<file path="config.mk">
export PLATFORM = sky130hd
export DESIGN_NAME = dac_spi_ctrl
export DESIGN_NICKNAME = d
export VERILOG_FILES = /design/src/rtl/dac_spi_pkg.sv /design/src/rtl/spi_shift_engine.sv /design/src/rtl/dac_spi_ctrl.sv
export SDC_FILE = /design/constraint.sdc
export NUM_CORES = 1
export LEC_CHECK = 0
export BUFFER_PORTS_ARGS = -buffer_cell sky130_fd_sc_hd__buf_2
export CAP_MARGIN = 15
export CORE_MARGIN = 1.5
export CORE_UTILIZATION = 50
export DETAILED_ROUTE_END_ITERATION = 16
export PLACE_DENSITY = 0.67
export SLEW_MARGIN = 20
export SYNTH_ARGS = -nofsm -noshare
export SYNTH_HDL_FRONTEND = slang
export SYNTH_SLANG_ARGS = --single-unit
</file>
<file path="constraint.sdc">
create_clock -name clk_in -period 6.3 [get_ports clk_in]
set_input_delay 0.945 -clock clk_in [delete_from_list [all_inputs] [get_ports clk_in]]
set_output_delay 0.945 -clock clk_in [all_outputs]
set_load 0.03 [all_outputs]
</file>
<file path="src/rtl/dac_spi_pkg.sv">
// Shared types and frame-layout helpers for the AD978x-class SPI register controller.
package dac_spi_pkg;

  typedef enum logic [2:0] {
    ST_RST,
    ST_INIT,
    ST_IDLE,
    ST_XFER,
    ST_RB
  } state_e;

  localparam logic RW_READ  = 1'b1;
  localparam logic RW_WRITE = 1'b0;

  localparam int DATA_LSB = 0;

  // Frame is {rw, 2'b00, addr, data}, MSB first.
  function automatic int frame_w(input int aw, input int dw);
    return 3 + aw + dw;
  endfunction

  function automatic int addr_lsb(input int dw);
    return dw;
  endfunction

  function automatic int rw_pos(input int aw, input int dw);
    return 2 + aw + dw;
  endfunction

endpackage

</file>
<file path="src/rtl/spi_shift_engine.sv">
// One full-duplex SPI frame: owns CS framing, SCK divider and the inter-frame CS-high gap.
module spi_shift_engine #(
  parameter int N_DEV   = 2,
  parameter int FRAME_W = 16,
  parameter int RX_W    = 8,
  parameter int SCK_DIV = 5
) (
  input  logic               clk_in,
  input  logic               rst_in,
  input  logic               start_in,
  input  logic [N_DEV-1:0]   dev_oh_in,
  input  logic [FRAME_W-1:0] tx_in,
  output logic               ready_out,
  output logic               done_out,
  output logic [RX_W-1:0]    rx_out,
  output logic [N_DEV-1:0]   cs_n_out,
  output logic               sck_out,
  output logic               sdo_out,
  input  logic               sdi_in
);

  localparam int DW = $clog2(2*SCK_DIV + 1);
  localparam int PW = $clog2(2*FRAME_W + 1);
  localparam logic [DW-1:0] DIV_LAST = DW'(SCK_DIV - 1);
  localparam logic [DW-1:0] GAP_LAST = DW'(2*SCK_DIV - 1);
  localparam logic [PW-1:0] PH_LAST  = PW'(2*FRAME_W);

  logic               act_q, act_d, gap_q, gap_d, done_q, done_d;
  logic               sck_q, sck_d, sdo_q, sdo_d;
  logic [DW-1:0]      div_q, div_d;
  logic [PW-1:0]      ph_q, ph_d;
  logic [FRAME_W-1:0] sh_q, sh_d;
  logic [RX_W-1:0]    rx_q, rx_d;
  logic [N_DEV-1:0]   cs_n_q, cs_n_d;

  // Phase 0 is the lead-in before the first rise; odd phases are SCK high,
  // even phases SCK low, and the final even phase is the CS hold-off.
  always_comb begin
    act_d  = act_q;
    gap_d  = gap_q;
    done_d = 1'b0;
    sck_d  = sck_q;
    sdo_d  = sdo_q;
    div_d  = div_q;
    ph_d   = ph_q;
    sh_d   = sh_q;
    rx_d   = rx_q;
    cs_n_d = cs_n_q;
    if (act_q) begin
      div_d = div_q + 1'b1;
      if (div_q == DIV_LAST) begin
        div_d = '0;
        if (ph_q == PH_LAST) begin
          act_d  = 1'b0;
          gap_d  = 1'b1;
          done_d = 1'b1;
          cs_n_d = '1;
          sdo_d  = 1'b0;
        end else begin
          ph_d = ph_q + 1'b1;
          if (!ph_q[0]) begin
            sck_d = 1'b1;
            rx_d  = {rx_q[RX_W-2:0], sdi_in};
          end else begin
            sck_d = 1'b0;
            sdo_d = sh_q[FRAME_W-1];
            sh_d  = {sh_q[FRAME_W-2:0], 1'b0};
          end
        end
      end
    end else if (gap_q) begin
      div_d = div_q + 1'b1;
      if (div_q == GAP_LAST) begin
        gap_d = 1'b0;
        div_d = '0;
      end
    end else if (start_in) begin
      act_d  = 1'b1;
      cs_n_d = ~dev_oh_in;
      sdo_d  = tx_in[FRAME_W-1];
      sh_d   = {tx_in[FRAME_W-2:0], 1'b0};
      ph_d   = '0;
      div_d  = '0;
    end
  end

  always_ff @(posedge clk_in or posedge rst_in) begin
    if (rst_in) begin
      act_q  <= 1'b0;
      gap_q  <= 1'b0;
      done_q <= 1'b0;
      sck_q  <= 1'b0;
      sdo_q  <= 1'b0;
      div_q  <= '0;
      ph_q   <= '0;
      sh_q   <= '0;
      rx_q   <= '0;
      cs_n_q <= '1;
    end else begin
      act_q  <= act_d;
      gap_q  <= gap_d;
      done_q <= done_d;
      sck_q  <= sck_d;
      sdo_q  <= sdo_d;
      div_q  <= div_d;
      ph_q   <= ph_d;
      sh_q   <= sh_d;
      rx_q   <= rx_d;
      cs_n_q <= cs_n_d;
    end
  end

  assign ready_out = !act_q && !gap_q;
  assign done_out  = done_q;
  assign rx_out    = rx_q;
  assign cs_n_out  = cs_n_q;
  assign sck_out   = sck_q;
  assign sdo_out   = sdo_q;

endmodule

</file>
<file path="src/rtl/dac_spi_ctrl.sv">
// DAC SPI register controller: reset pulse, init replay, queued host get/set commands.
// Optional DAC_SPI_READBACK_EN: every host write is verified by a read of the same register.
module dac_spi_ctrl
  import dac_spi_pkg::*;
#(
  parameter int N_DEV      = 2,
  parameter int ADDR_W     = 5,
  parameter int DATA_W     = 8,
  parameter int SCK_DIV    = 5,
  parameter int RST_CYCLES = 255,
  parameter int INIT_LEN   = 1,
  parameter logic [((INIT_LEN > 0) ? INIT_LEN : 1)*(ADDR_W+DATA_W)-1:0] INIT_WORDS = {5'h05, 8'h00},
  parameter int FIFO_DEPTH = 4
) (
  input  logic              clk_in,
  input  logic              rst_in,
  input  logic              cmd_valid_in,
  output logic              cmd_ready_out,
  input  logic              cmd_rw_in,
  input  logic [2:0]        cmd_dev_in,
  input  logic [ADDR_W-1:0] cmd_addr_in,
  input  logic [DATA_W-1:0] cmd_data_in,
  output logic              rsp_valid_out,
  output logic [DATA_W-1:0] rsp_data_out,
  output logic              err_out,
  output logic              busy_out,
  output logic              init_done_out,
  output logic              dac_rst_out,
  output logic [N_DEV-1:0]  spi_cs_n_out,
  output logic              spi_sck_out,
  output logic              spi_sdo_out,
  input  logic              spi_sdi_in
);

  localparam int FRAME_W = frame_w(ADDR_W, DATA_W);
  localparam int EW      = ADDR_W + DATA_W;
  localparam int IL      = (INIT_LEN > 0) ? INIT_LEN : 1;
  localparam int EIW     = $clog2(IL + 1);
  localparam int CW      = 4 + ADDR_W + DATA_W;
  localparam int FAW     = $clog2(FIFO_DEPTH);
  localparam int RCW     = $clog2(RST_CYCLES + 1);

  state_e            state_q, state_d;
  logic [RCW-1:0]    rcnt_q, rcnt_d;
  logic [EIW-1:0]    ent_q, ent_d;
  logic [2:0]        idev_q, idev_d;
  logic              init_done_q, init_done_d, dac_rst_q, dac_rst_d;
  logic              cur_rw_q, cur_rw_d, rb_q, rb_d;
  logic [2:0]        cur_dev_q, cur_dev_d;
  logic [ADDR_W-1:0] cur_addr_q, cur_addr_d;
  logic [DATA_W-1:0] cur_data_q, cur_data_d;
  logic              rsp_valid_q, rsp_valid_d, err_q, err_d;
  logic [DATA_W-1:0] rsp_data_q, rsp_data_d;
  logic [FAW:0]      wp_q, wp_d, rp_q, rp_d;
  logic [CW-1:0]     mem_q [FIFO_DEPTH];

  logic              empty, full, push, pop;
  logic [CW-1:0]     head;
  logic [EW-1:0]     init_ent;
  logic              sel_rw;
  logic [2:0]        sel_dev;
  logic [ADDR_W-1:0] sel_addr;
  logic [DATA_W-1:0] sel_data;
  logic              eng_start, eng_ready, eng_done;
  logic [FRAME_W-1:0] eng_tx;
  logic [N_DEV-1:0]  eng_oh;
  logic [DATA_W-1:0] eng_rx;

  assign empty    = (wp_q == rp_q);
  assign full     = (wp_q[FAW] != rp_q[FAW]) && (wp_q[FAW-1:0] == rp_q[FAW-1:0]);
  assign push     = cmd_valid_in && !full;
  assign head     = mem_q[rp_q[FAW-1:0]];
  assign init_ent = INIT_WORDS[int'(ent_q)*EW +: EW];
  assign eng_tx   = {sel_rw, 2'b00, sel_addr, (sel_rw == RW_READ) ? {DATA_W{1'b0}} : sel_data};
  assign eng_oh   = N_DEV'(1) << sel_dev;

  always_ff @(posedge clk_in) begin
    if (push) mem_q[wp_q[FAW-1:0]] <= {cmd_rw_in, cmd_dev_in, cmd_addr_in, cmd_data_in};
  end

  always_comb begin
    state_d     = state_q;
    rcnt_d      = rcnt_q;
    ent_d       = ent_q;
    idev_d      = idev_q;
    init_done_d = init_done_q;
    dac_rst_d   = dac_rst_q;
    cur_rw_d    = cur_rw_q;
    cur_dev_d   = cur_dev_q;
    cur_addr_d  = cur_addr_q;
    cur_data_d  = cur_data_q;
    rb_d        = rb_q;
    rsp_valid_d = 1'b0;
    rsp_data_d  = rsp_data_q;
    err_d       = 1'b0;
    pop         = 1'b0;
    eng_start   = 1'b0;
    sel_rw      = cur_rw_q;
    sel_dev     = cur_dev_q;
    sel_addr    = cur_addr_q;
    sel_data    = cur_data_q;
    case (state_q)
      ST_RST: begin
        rcnt_d = rcnt_q + 1'b1;
        if (rcnt_q == RCW'(RST_CYCLES - 1)) begin
          dac_rst_d   = 1'b0;
          init_done_d = (INIT_LEN == 0);
          state_d     = (INIT_LEN > 0) ? ST_INIT : ST_IDLE;
        end
      end
      ST_INIT: begin
        sel_rw   = RW_WRITE;
        sel_dev  = idev_q;
        sel_addr = init_ent[DATA_W +: ADDR_W];
        sel_data = init_ent[DATA_LSB +: DATA_W];
        if (eng_ready) begin
          eng_start = 1'b1;
          state_d   = ST_XFER;
        end
      end
      ST_IDLE: begin
        sel_rw   = head[CW-1];
        sel_dev  = head[CW-2 -: 3];
        sel_addr = head[addr_lsb(DATA_W) +: ADDR_W];
        sel_data = head[DATA_LSB +: DATA_W];
        if (!empty) begin
          if (int'(sel_dev) >= N_DEV) begin
            pop   = 1'b1;
            err_d = 1'b1;
          end else if (eng_ready) begin
            pop       = 1'b1;
            eng_start = 1'b1;
            state_d   = ST_XFER;
          end
        end
      end
      ST_RB: begin
        sel_rw = RW_READ;
        if (eng_ready) begin
          eng_start = 1'b1;
          state_d   = ST_XFER;
        end
      end
      default: begin
        if (eng_done) begin
          state_d = ST_IDLE;
          if (!init_done_q) begin
            // Init order is entry-major: every device gets entry k before entry k+1.
            if (idev_q == 3'(N_DEV - 1)) begin
              idev_d = '0;
              if (ent_q == EIW'(IL - 1)) init_done_d = 1'b1;
              else begin
                ent_d   = ent_q + 1'b1;
                state_d = ST_INIT;
              end
            end else begin
              idev_d  = idev_q + 1'b1;
              state_d = ST_INIT;
            end
          end else if (rb_q) begin
            rb_d = 1'b0;
            if (eng_rx != cur_data_q) begin
              err_d      = 1'b1;
              rsp_data_d = eng_rx;
            end
          end else if (cur_rw_q == RW_READ) begin
            rsp_valid_d = 1'b1;
            rsp_data_d  = eng_rx;
          end else begin
`ifdef DAC_SPI_READBACK_EN
            rb_d    = 1'b1;
            state_d = ST_RB;
`endif
          end
        end
      end
    endcase
    if (eng_start) begin
      cur_rw_d   = sel_rw;
      cur_dev_d  = sel_dev;
      cur_addr_d = sel_addr;
      cur_data_d = sel_data;
    end
    wp_d = wp_q + {{FAW{1'b0}}, push};
    rp_d = rp_q + {{FAW{1'b0}}, pop};
  end

  always_ff @(posedge clk_in or posedge rst_in) begin
    if (rst_in) begin
      state_q     <= ST_RST;
      rcnt_q      <= '0;
      ent_q       <= '0;
      idev_q      <= '0;
      init_done_q <= 1'b0;
      dac_rst_q   <= 1'b1;
      cur_rw_q    <= 1'b0;
      cur_dev_q   <= '0;
      cur_addr_q  <= '0;
      cur_data_q  <= '0;
      rb_q        <= 1'b0;
      rsp_valid_q <= 1'b0;
      rsp_data_q  <= '0;
      err_q       <= 1'b0;
      wp_q        <= '0;
      rp_q        <= '0;
    end else begin
      state_q     <= state_d;
      rcnt_q      <= rcnt_d;
      ent_q       <= ent_d;
      idev_q      <= idev_d;
      init_done_q <= init_done_d;
      dac_rst_q   <= dac_rst_d;
      cur_rw_q    <= cur_rw_d;
      cur_dev_q   <= cur_dev_d;
      cur_addr_q  <= cur_addr_d;
      cur_data_q  <= cur_data_d;
      rb_q        <= rb_d;
      rsp_valid_q <= rsp_valid_d;
      rsp_data_q  <= rsp_data_d;
      err_q       <= err_d;
      wp_q        <= wp_d;
      rp_q        <= rp_d;
    end
  end

  spi_shift_engine #(
    .N_DEV(N_DEV), .FRAME_W(FRAME_W), .RX_W(DATA_W), .SCK_DIV(SCK_DIV)
  ) u_eng (
    .clk_in   (clk_in),
    .rst_in   (rst_in),
    .start_in (eng_start),
    .dev_oh_in(eng_oh),
    .tx_in    (eng_tx),
    .ready_out(eng_ready),
    .done_out (eng_done),
    .rx_out   (eng_rx),
    .cs_n_out (spi_cs_n_out),
    .sck_out  (spi_sck_out),
    .sdo_out  (spi_sdo_out),
    .sdi_in   (spi_sdi_in)
  );

  assign cmd_ready_out = !full;
  assign rsp_valid_out = rsp_valid_q;
  assign rsp_data_out  = rsp_data_q;
  assign err_out       = err_q;
  assign init_done_out = init_done_q;
  assign dac_rst_out   = dac_rst_q;
  assign busy_out      = (state_q != ST_IDLE) || !empty || !eng_ready;

endmodule

</file>
==> results.yml, run 1 <==
status:
  status: "completed"
die:
  die_area_um2: 14200
  fp-row-count: 42
  die_x_um: 119
  top_level_ports: 39
  die_y_um: 119
  start_util: 0.510
  core_area_um2: 13200
detailed_routing:
  drt-met1-wl_um: 5680
  ant_nets: 0
  routed_wirelength_um: 12700
  met3_length_um: 563
  highest_layer: "met4"
  dr_wl_met2_um: 6060
  via_per_inst: 5.52
  drt_pass1_iterations: 5
  avgRoutedWirePerCell_um: 16.6
  detail_route.iter0.violations: 240
  drc: 0
  vias: 4219
power_and_ir_drop:
  p_leak_nw: 3.20
  power_mw: 2.36
  power_density_nw_per_um2: 308
  peakVddDrop_mv: 0.248
clock_tree:
  clk_latency_ns: 0.43
  cts_tree: "done"
  clockBufferDepth: 2
  clockRootBuffer: "clkbuf_16"
  cts_hold_buffers: 0
  cts-resized-gates: 0
  cts_setup_buffers: 0
  cts_sinks: 156
  h-tree-depth: 4
  path_clk_slew_ns: 0.06
  cts_buffers: 17
worst_setup_path:
  cp_max_fo: 14
  cp.arrival_ns: 3.52
  crit_type: "flop to flop"
  cp-end-kind: "flop"
  worstSetupStartpointType: "flop"
  cp.required_ns: 6.60
place:
  gp_congestion: 0.793
  portBuffers: 38
  dp_cells: 733
  dp_slack_ns: 3.04
  dpl_cell_area_um2: 7100
  hpwlAfterDp_um: 8420
sta:
  max_freq_ghz: 0.310
  whs_ns: 0.466
  fin_skew_ns: 0.0173
  setup_violations: 0
  setup_ws_ns: 3.08
  period_share: 0.511
  tightestPinTransition_ns: 0.956
  hold_viol_final: 0
  rsz0062_at_grt: "false"
  setup-tns-final_ns: 0
  slew_headroom: 0.362
  final_max_slew_viol_count: 0
  finalCriticalPeriod_ns: 3.22
synth:
  ys_ff_latch: 156
  yosysUniqueCellTypes: 48
  synth_area_leaders: "dfrtp_1 (32%), edfxtp_1 (30%), mux2i_1 (3.6%), nand2_1 (3.3%), o21ai_0 (3.1%)"
  synth-edff-count: 68
  yosysSeqAreaShare: 0.632
  synth_nets: 572
  yosysWarnings: 0
  synthCells: 536
  async_flop_share: 0.564
  synth_common_cells: "dfrtp_1 (85), edfxtp_1 (68), nand2_1 (60), o21ai_0 (41), nor2_1 (29)"
  yosysTopAreaCellShare: 0.316
  synth_area_um2: 6730
  synth_largest_area_cell: "dfrtp_1"
  synth_top_flop_cell: "dfrtp_1"
  yosysMostFrequentCell: "dfrtp_1"
  syn_area_per_cell_um2: 12.5
finish:
  drive_above_1_share: 0.188
  design_area_um2: 7680
  diodes: 0
  area_delta_synth_final_pct: 14.2
  finalNetCount: 612
  fin_cells: 765
  post-route-util: 0.582
job:
  maxCapViolCount: 0
worst_hold_path:
  hold_class: "flop to flop"
grt:
  grt_pass1_vias: 4235
  grt_max_degree: 89
  antenna_found_initial: 0
  track_usage: 0.193
  grt_pass1_wl_um: 21000
  grt.overflow.total: 0
==> where the power goes <==
group          total, mW  switching (mW)  internal, mW
clock              0.990           0.434         0.557
sequential          1.21          0.0344          1.17
combinational      0.165           0.116        0.0491
total               2.36           0.584          1.78
==> layout by cell type (no fill, tap or decap), types with 2 or more instances in the layout <==
cell        instances
nand2_1            60
clkbuf_16          17
dfstp_2             3
inv_1              24
o221ai_1            4
nor2_1             28
nand4_1             6
a21o_1              3
o31ai_1             3
buf_4               3
mux2_1              3
nor2b_1            10
ha_1               15
a21oi_1            15
nand2b_1            4
xor2_1              6
xnor2_1             8
or2_2               3
a32oi_1             9
clkinv_2            2
o21ai_0            41
nand3_1            10
dfrtp_1            85
inv_6               7
mux4_2              6
nand3b_1            6
mux2_2             18
buf_2              38
a22o_1              2
and3_1              6
mux2i_1            24
nor3b_1             3
a21boi_0            2
clkinvlp_4          4
nor3_1              7
a31oi_1             4
edfxtp_1           68
o22ai_1            10
a22oi_1             2
==> layer usage <==
metal  vias to the layer above  track usage
li1                       2017            -
met1                      2076        0.251
met2                       100        0.296
met3                        26       0.0565
met4                         0       0.0994
met5                         -            0
==> critical path: stages, from the launching register on <==
cell and delay [ns]:
dfrtp_1 0.72, mux4_2 0.64, a311o_1 0.42, o31ai_4 0.56
o21ai_2 0.37, mux2_1 0.40
==> logic make-up after synthesis <==
group	share of synthesized area
AOI/OAI and AO/OA	0.100
xor gates and xnor gates	0.0182
adders and majority gates	0.0279
buffers and inverters	0.0283
DFF	0.632
muxes	0.0910
and+or+nand+nor	0.103
==> state kept, by name (all words and copies together), names as in the netlist, 2 cells and up <==
signal,count
idev_q,3
state_q,2
wp_q,3
u_eng.div_q,4
cur_addr_q,5
rsp_data_out,8
u_eng.cs_n_out,2
cur_data_q,8
u_eng.rx_out,8
mem_q,68
rcnt_q,8
rp_q,3
u_eng.ph_q,6
cur_dev_q,3
u_eng.sh_q,15
==> layout make-up <==
class,count,area [µm²]
Multi-Input combinational cell,332,2310
Fill cell,1046,5510
Sequential cell,156,4250
Tap cell,176,220
Inverter,27,103
Clock inverter,15,154
Clock buffer,17,425
Timing Repair Buffer,42,224
==> final timing paths <==
kind	start	to	slack (ns)	cells past startpoint
worst max-delay path	rp_q[0]$_DFF_PP0_	u_eng.sh_q[12]$_DFFE_PP0P_	3.08	5
worst min-delay path	rsp_data_out[5]$_DFFE_PP0P_	rsp_data_out[5]$_DFFE_PP0P_	0.47	2
worst max register to register	rp_q[0]$_DFF_PP0_	u_eng.sh_q[12]$_DFFE_PP0P_	3.08	5
worst min register to register	rsp_data_out[5]$_DFFE_PP0P_	rsp_data_out[5]$_DFFE_PP0P_	0.47	2
max in group asynchronous	rst_in	rsp_data_out[1]$_DFFE_PP0P_	5.02	3
min in group asynchronous	rst_in	rcnt_q[5]$_DFFE_PP0P_	0.73	3
No activity file was read; power rests on OpenSTA's default activity.
==> run 2: changes to the inputs <==
--- a/config.mk
+++ b/config.mk
@@ -5,12 +5,13 @@
 export SDC_FILE = /design/constraint.sdc
 export NUM_CORES = 1
 export LEC_CHECK = 0
+export ABC_AREA = 1
 export BUFFER_PORTS_ARGS = -buffer_cell sky130_fd_sc_hd__buf_2
 export CAP_MARGIN = 15
 export CORE_MARGIN = 1.5
 export CORE_UTILIZATION = 50
 export DETAILED_ROUTE_END_ITERATION = 16
-export PLACE_DENSITY = 0.67
+export PLACE_DENSITY = 0.7
 export SLEW_MARGIN = 20
 export SYNTH_ARGS = -nofsm -noshare
 export SYNTH_HDL_FRONTEND = slang
==> constraint.sdc (replaced) <==
create_clock -name clk_in -period 2.81 [get_ports clk_in]
set_input_delay 0.4215 -clock clk_in [delete_from_list [all_inputs] [get_ports clk_in]]
set_output_delay 0.4215 -clock clk_in [all_outputs]
set_load 0.03 [all_outputs]
==> results.yml, run 2 <==
finish:
  fill_cells: 1179
  final_common_cell: "nand2_1"
  layout.area.seq_um2: 4250
  largest_reg_flops: 68
  multiInputGateArea_um2: 2470
  final_cell_mix: "nand2_1 (209), nand3_1 (91), dfrtp_1 (85)"
  drive_above_1_share: 0.187
  diodes: 0
  post-route-util: 0.579
  finalNetCount: 786
  area_delta_synth_final_pct: 13.3
  fin_cells: 943
worst_setup_path:
  crit_type: "flop to output port"
  cp.required_ns: 2.39
  cp_slowest_stage_delay_ns: 0.49
  worstSetupStartpointType: "flop"
  worstRegToRegCells: 11
  cp_max_fo: 35
  crit_chain: "inv_4 -> nand2_1 -> nand2_1 -> nand3_2 -> nor2_1 -> nand2_1 -> buf_2"
  cp-end-kind: "output port"
  crit_top_cell: "nand2_1"
  cp.arrival_ns: 1.99
  crit_slowest_cell: "dfrtp_1"
sta:
  final_max_slew_viol_count: 0
  tightestPinTransition_ns: 0.754
  period_share: 0.858
  slew_headroom: 0.495
  fin_skew_ns: 0.00645
  setup_violations: 0
  setup-tns-final_ns: 0
  hold_viol_final: 0
  finalCriticalPeriod_ns: 2.41
  max_freq_ghz: 0.415
  rsz0062_at_grt: "false"
detailed_routing:
  ant_nets: 0
  drt_pass1_iterations: 5
  via_per_inst: 5.27
  routed_wirelength_um: 13400
  vias: 4965
  avgRoutedWirePerCell_um: 14.2
  drc: 0
  detail_route.iter0.violations: 390
clock_tree:
  h-tree-depth: 4
  cts-resized-gates: 0
  cts_hold_buffers: 0
  cts_setup_buffers: 0
  clockBufferDepth: 2
  cts_sinks: 156
  cts_buffers: 17
  path_clk_slew_ns: 0.06
  clk_latency_ns: 0.43
  cts_tree: "done"
  clockRootBuffer: "clkbuf_16"
synth:
  yosysTopAreaCellShare: 0.300
  synth_xor_area_frac: 0.0173
  synth_top_flop_cell: "dfrtp_1"
  synthCells: 703
  ys_ff_latch: 156
  yosysSeqAreaShare: 0.600
  synth-edff-count: 68
  synth_area_um2: 7090
  yosysWarnings: 0
  syn_area_per_cell_um2: 10.1
  synthSimpleGateAreaFrac: 0.229
  synth_area_leaders: "dfrtp_1 (30%), edfxtp_1 (29%), nand2_1 (11%), nand3_1 (6.4%), inv_1 (3.0%)"
  synth_common_cells: "nand2_1 (209), nand3_1 (91), dfrtp_1 (85), edfxtp_1 (68), inv_1 (56)"
  synth_compound_area_frac: 0.0473
  synth_largest_area_cell: "dfrtp_1"
  yosysUniqueCellTypes: 36
  synth_top_family_by_area: "simple AND/OR/NAND/NOR gates"
  synth-adder-area-share: 0.0265
  synthMuxAreaShare: 0.0254
  synth_nets: 739
  async_flop_share: 0.564
  yosysMostFrequentCell: "nand2_1"
die:
  die_y_um: 122
  die_x_um: 122
  die_area_um2: 14900
  fp-row-count: 43
  core_area_um2: 13900
  top_level_ports: 39
  start_util: 0.510
power_and_ir_drop:
  power_mw: 5.21
  power_density_nw_per_um2: 649
  peakVddDrop_mv: 0.673
  p_leak_nw: 3.75
job:
  maxCapViolCount: 0
grt:
  grt_pass1_wl_um: 23000
  grt_max_degree: 49
  grt.overflow.total: 0
  antenna_found_initial: 0
  grt_pass1_vias: 4703
  track_usage: 0.201
status:
  status: "completed"
place:
  dp_cells: 911
  gp_congestion: 0.795
  hpwlAfterDp_um: 9030
  portBuffers: 38
worst_hold_path:
  hold_class: "primary input to async pin"
[run 2: cell count changes after synthesis, sizes merged, moves of 12 or more]
cell   before  now
nand3      10   97
nand2      60  220
inv        26   58
mux2i      24    0
buf         8   20
[run 2: power breakdown]
group	switching [mW]	total, mW	leakage, nW	internal, mW
clock	0.910	2.13	0.262	1.22
combinational	0.275	0.383	1.67	0.108
sequential	0.0686	2.70	1.82	2.63
[run 2: cells by family (layout without fill, tap and decap cells)]
| kind of cell | after synthesis | in the layout |
|---|---|---|
| AO/OA/AOI/OAI | 51 | 51 |
| XOR/XNOR | 14 | 14 |
| adder cells (fa/ha/maj) | 15 | 15 |
| buffers and inverters | 83 | 143 |
| flip-flops | 156 | 156 |
| multiplexers | 16 | 16 |
| AND/OR/NAND/NOR | 368 | 368 |
[run 2: worst max-delay path, delay by kind of cell, from the launching register on]
kind,cells,cell delay (ns)
AND/OR/NAND/NOR,5,0.56
flip-flops,1,0.49
buffers and inverters,2,0.52
[run 2: per-layer routing]
metal / vias up / track usage / routed length, µm
li1: 2416 / - / -
met1: 2391 / 0.264 / 6120
met2: 134 / 0.324 / 6470
met3: 24 / 0.0463 / 536
met4: 0 / 0.0831 / 260
met5: - / 0 / 0
[run 2: path summary, 6_finish.rpt]
| check | slack [ns] | startpoint | to |
|---|---|---|---|
| setup / recovery | 0.40 | rp_q[0]$_DFF_PP0_ | busy_out |
| hold / removal | 0.09 | rst_in | rsp_valid_out$_DFF_PP0_ |
| setup reg to reg | 0.45 | state_q[0]$_DFFE_PP0P_ | u_eng.sh_q[5]$_DFFE_PP0P_ |
| hold reg to reg | 0.47 | dac_rst_out$_DFFE_PP1P_ | dac_rst_out$_DFFE_PP1P_ |
| max in group asynchronous | 2.00 | rst_in | dac_rst_out$_DFFE_PP1P_ |
| min in group clk_in | 0.21 | cmd_data_in[5] | mem_q[0][5]$_DFFE_PP_ |
[run 2: layout make-up]
| type | instances | area share |
|---|---|---|
| repair buffers | 52 | 0.0383 |
| clock buffers | 19 | 0.0539 |
| inverters | 59 | 0.0284 |
| clock inverters | 13 | 0.0148 |
| well taps | 180 | 0.0280 |
| flip-flops and latches | 156 | 0.529 |
| multi-input cells | 464 | 0.308 |
[run 2: stage by stage]
stage	instance area (µm²)	hold slack [ns]	setup WS, ns
after floorplan	7090	0.442	0.0533
after detailed placement	7480	0.463	0.450
final	8030	0.0880	0.399
after global routing	8030	0.149	0.157
after CTS	8030	0.106	0.362
after global placement	7480	0.454	0.510
==> run 3: changes to the inputs <==
--- a/config.mk
+++ b/config.mk
@@ -11,7 +11,8 @@
 export CORE_MARGIN = 1.5
 export CORE_UTILIZATION = 50
 export DETAILED_ROUTE_END_ITERATION = 16
-export PLACE_DENSITY = 0.7
+export GPL_ROUTABILITY_DRIVEN = 1
+export PLACE_DENSITY = 0.67
 export SLEW_MARGIN = 20
 export SYNTH_ARGS = -nofsm -noshare
 export SYNTH_HDL_FRONTEND = slang
==> constraint.sdc (replaced) <==
create_clock -name clk_in -period 3 [get_ports clk_in]
set_input_delay 0.45 -clock clk_in [delete_from_list [all_inputs] [get_ports clk_in]]
set_output_delay 0.45 -clock clk_in [all_outputs]
set_load 0.03 [all_outputs]
==> results.yml, run 3 (same netlist as run 2, synthesis figures left out) <==
power_and_ir_drop:
  p_int_mw: 3.87
  p_seq_frac: 0.503
  power.net_switching_mw: 1.15
  power_mw: 5.03
  power_density_nw_per_um2: 624
  p_leak_nw: 3.74
  p_comb_frac: 0.071
  pwr-share-clk: 0.426
  peakVddDrop_mv: 0.499
  swShare: 0.230
grt:
  grt_max_degree: 57
  track_usage: 0.198
  grt.overflow.total: 0
  grt_pass1_wl_um: 22600
  grt_pass1_vias: 4762
  antenna_found_initial: 0
worst_setup_path:
  cp_slowest_stage_delay_ns: 0.46
  r2r_slack_ns: 0.41
  cp-end-kind: "flop"
  cp.arrival_ns: 2.95
  crit_top_cell: "nand2_1"
  cp_max_fo: 15
  cp.required_ns: 3.35
  worstSetupStartpointType: "flop"
  crit_type: "flop to flop"
  crit_slowest_cell: "ha_1"
  crit_chain: "inv_1 -> ha_1 -> nand2_1 -> inv_1 -> nand3_1 -> o21ai_0 -> nor2_1 -> nand2_1 -> nand2_1 -> nand3_1 -> nand2_1"
die:
  core_area_um2: 13900
  die_y_um: 122
  start_util: 0.510
  top_level_ports: 39
  fp-row-count: 43
  die_x_um: 122
  die_area_um2: 14900
clock_tree:
  clk_latency_ns: 0.42
  clockBufferDepth: 2
  cts_hold_buffers: 0
  cts_sinks: 156
  h-tree-depth: 4
  cts_buffers: 17
  cts-resized-gates: 0
  path_clk_slew_ns: 0.06
  cts_tree: "done"
  cts_setup_buffers: 0
  clockRootBuffer: "clkbuf_16"
finish:
  multiInputGateArea_um2: 2470
  drive_above_1_share: 0.186
  diodes: 0
  largest_reg_flops: 68
  final_cell_mix: "nand2_1 (209), nand3_1 (91), dfrtp_1 (85)"
  layout.area.seq_um2: 4250
  finalNetCount: 783
  fill_cells: 1175
  area_delta_synth_final_pct: 13.7
  final_common_cell: "nand2_1"
sta:
  rsz0062_at_grt: "false"
  slew_headroom: 0.533
  max_freq_ghz: 0.386
  tightestPinTransition_ns: 0.697
  period_share: 0.864
  fin_skew_ns: 0.00653
  setup-tns-final_ns: 0
  final_max_slew_viol_count: 0
  whs_ns: 0.0740
  finalCriticalPeriod_ns: 2.59
  setup_violations: 0
  hold_viol_final: 0
detailed_routing:
  avgRoutedWirePerCell_um: 14.2
  drc: 0
  vias: 4805
  drt_pass1_iterations: 5
  detail_route.iter0.violations: 301
  via_per_inst: 5.11
  ant_nets: 0
  routed_wirelength_um: 13300
place:
  portBuffers: 38
  hpwlAfterDp_um: 8970
  gp_congestion: 0.823
status:
  status: "completed"
worst_hold_path:
  hold_class: "primary input to async pin"
job:
  maxCapViolCount: 0
-- run 3: cell types whose count changed in the layout (fill, tap and decap cells not counted), sizes merged --
| cell | previous run | this run |
|---|---|---|
| inv | 61 | 59 |
| clkinv | 7 | 5 |
| buf | 52 | 49 |
| bufinv | 1 | 3 |
| clkbuf | 19 | 18 |
| clkinvlp | 3 | 6 |
-- run 3: power by group through the flow --
| stage | registers, mW | clock network, mW | logic [mW] |
|---|---|---|---|
| floorplan | 2.55 | 0 | 0.226 |
| global placement | 2.57 | 0 | 0.365 |
| detailed placement | 2.57 | 0 | 0.369 |
| CTS | 2.53 | 2.19 | 0.371 |
| global route | 2.54 | 2.28 | 0.416 |
| finish | 2.53 | 2.14 | 0.359 |
-- run 3: layer usage --
| metal | share of wire | track usage | up-vias |
|---|---|---|---|
| met2 | 0.49 | 0.329 | 113 |
| met5 | 0 | 0 | - |
| met4 | 0.013 | 0.0684 | 0 |
| li1 | - | - | 2411 |
| met3 | 0.044 | 0.0510 | 15 |
| met1 | 0.45 | 0.251 | 2266 |
-- run 3: stage by stage --
step / cell area (µm²) / setup slack [ns] / std cells / util
after floorplan: 7090 / 0.243 / 703 / -
after global placement: 7460 / 0.576 / 908 / 0.537
after detailed placement: 7460 / 0.437 / 908 / 0.537
after CTS: 8060 / 0.429 / 940 / 0.580
after global routing: 8060 / 0.0685 / 940 / 0.580
final: 8060 / 0.408 / 940 / 0.580
-- run 3: critical path: cells and delay by family (launching register included) --
| kind | cells | cell delay [ns] |
|---|---|---|
| fa+ha+maj | 1 | 0.46 |
| compound gates | 1 | 0.15 |
| simple gates | 7 | 1.20 |
| flops | 1 | 0.40 |
| buf+inv | 2 | 0.34 |
-- run 3: area by class of cell --
cell class,instances,area share
Sequential cell,156,0.527
Inverter,59,0.0283
Multi-Input combinational cell,464,0.307
Clock inverter,14,0.0211
Clock buffer,18,0.0533
Tap cell,180,0.0280
Timing Repair Buffer,49,0.0354
-- run 3: final timing paths --
kind | cells past startpoint | startpoint | to
worst max-delay path | 11 | state_q[0]$_DFFE_PP0P_ | u_eng.sh_q[2]$_DFFE_PP0P_
worst min-delay path | 2 | rst_in | rsp_data_out[7]$_DFFE_PP0P_
worst max register to register | 11 | state_q[0]$_DFFE_PP0P_ | u_eng.sh_q[2]$_DFFE_PP0P_
worst min register to register | 2 | u_eng.cs_n_out[1]$_DFFE_PP1P_ | u_eng.cs_n_out[1]$_DFFE_PP1P_
max in group asynchronous | 3 | rst_in | dac_rst_out$_DFFE_PP1P_
min in group clk_in | 1 | cmd_data_in[3] | mem_q[3][3]$_DFFE_PP_
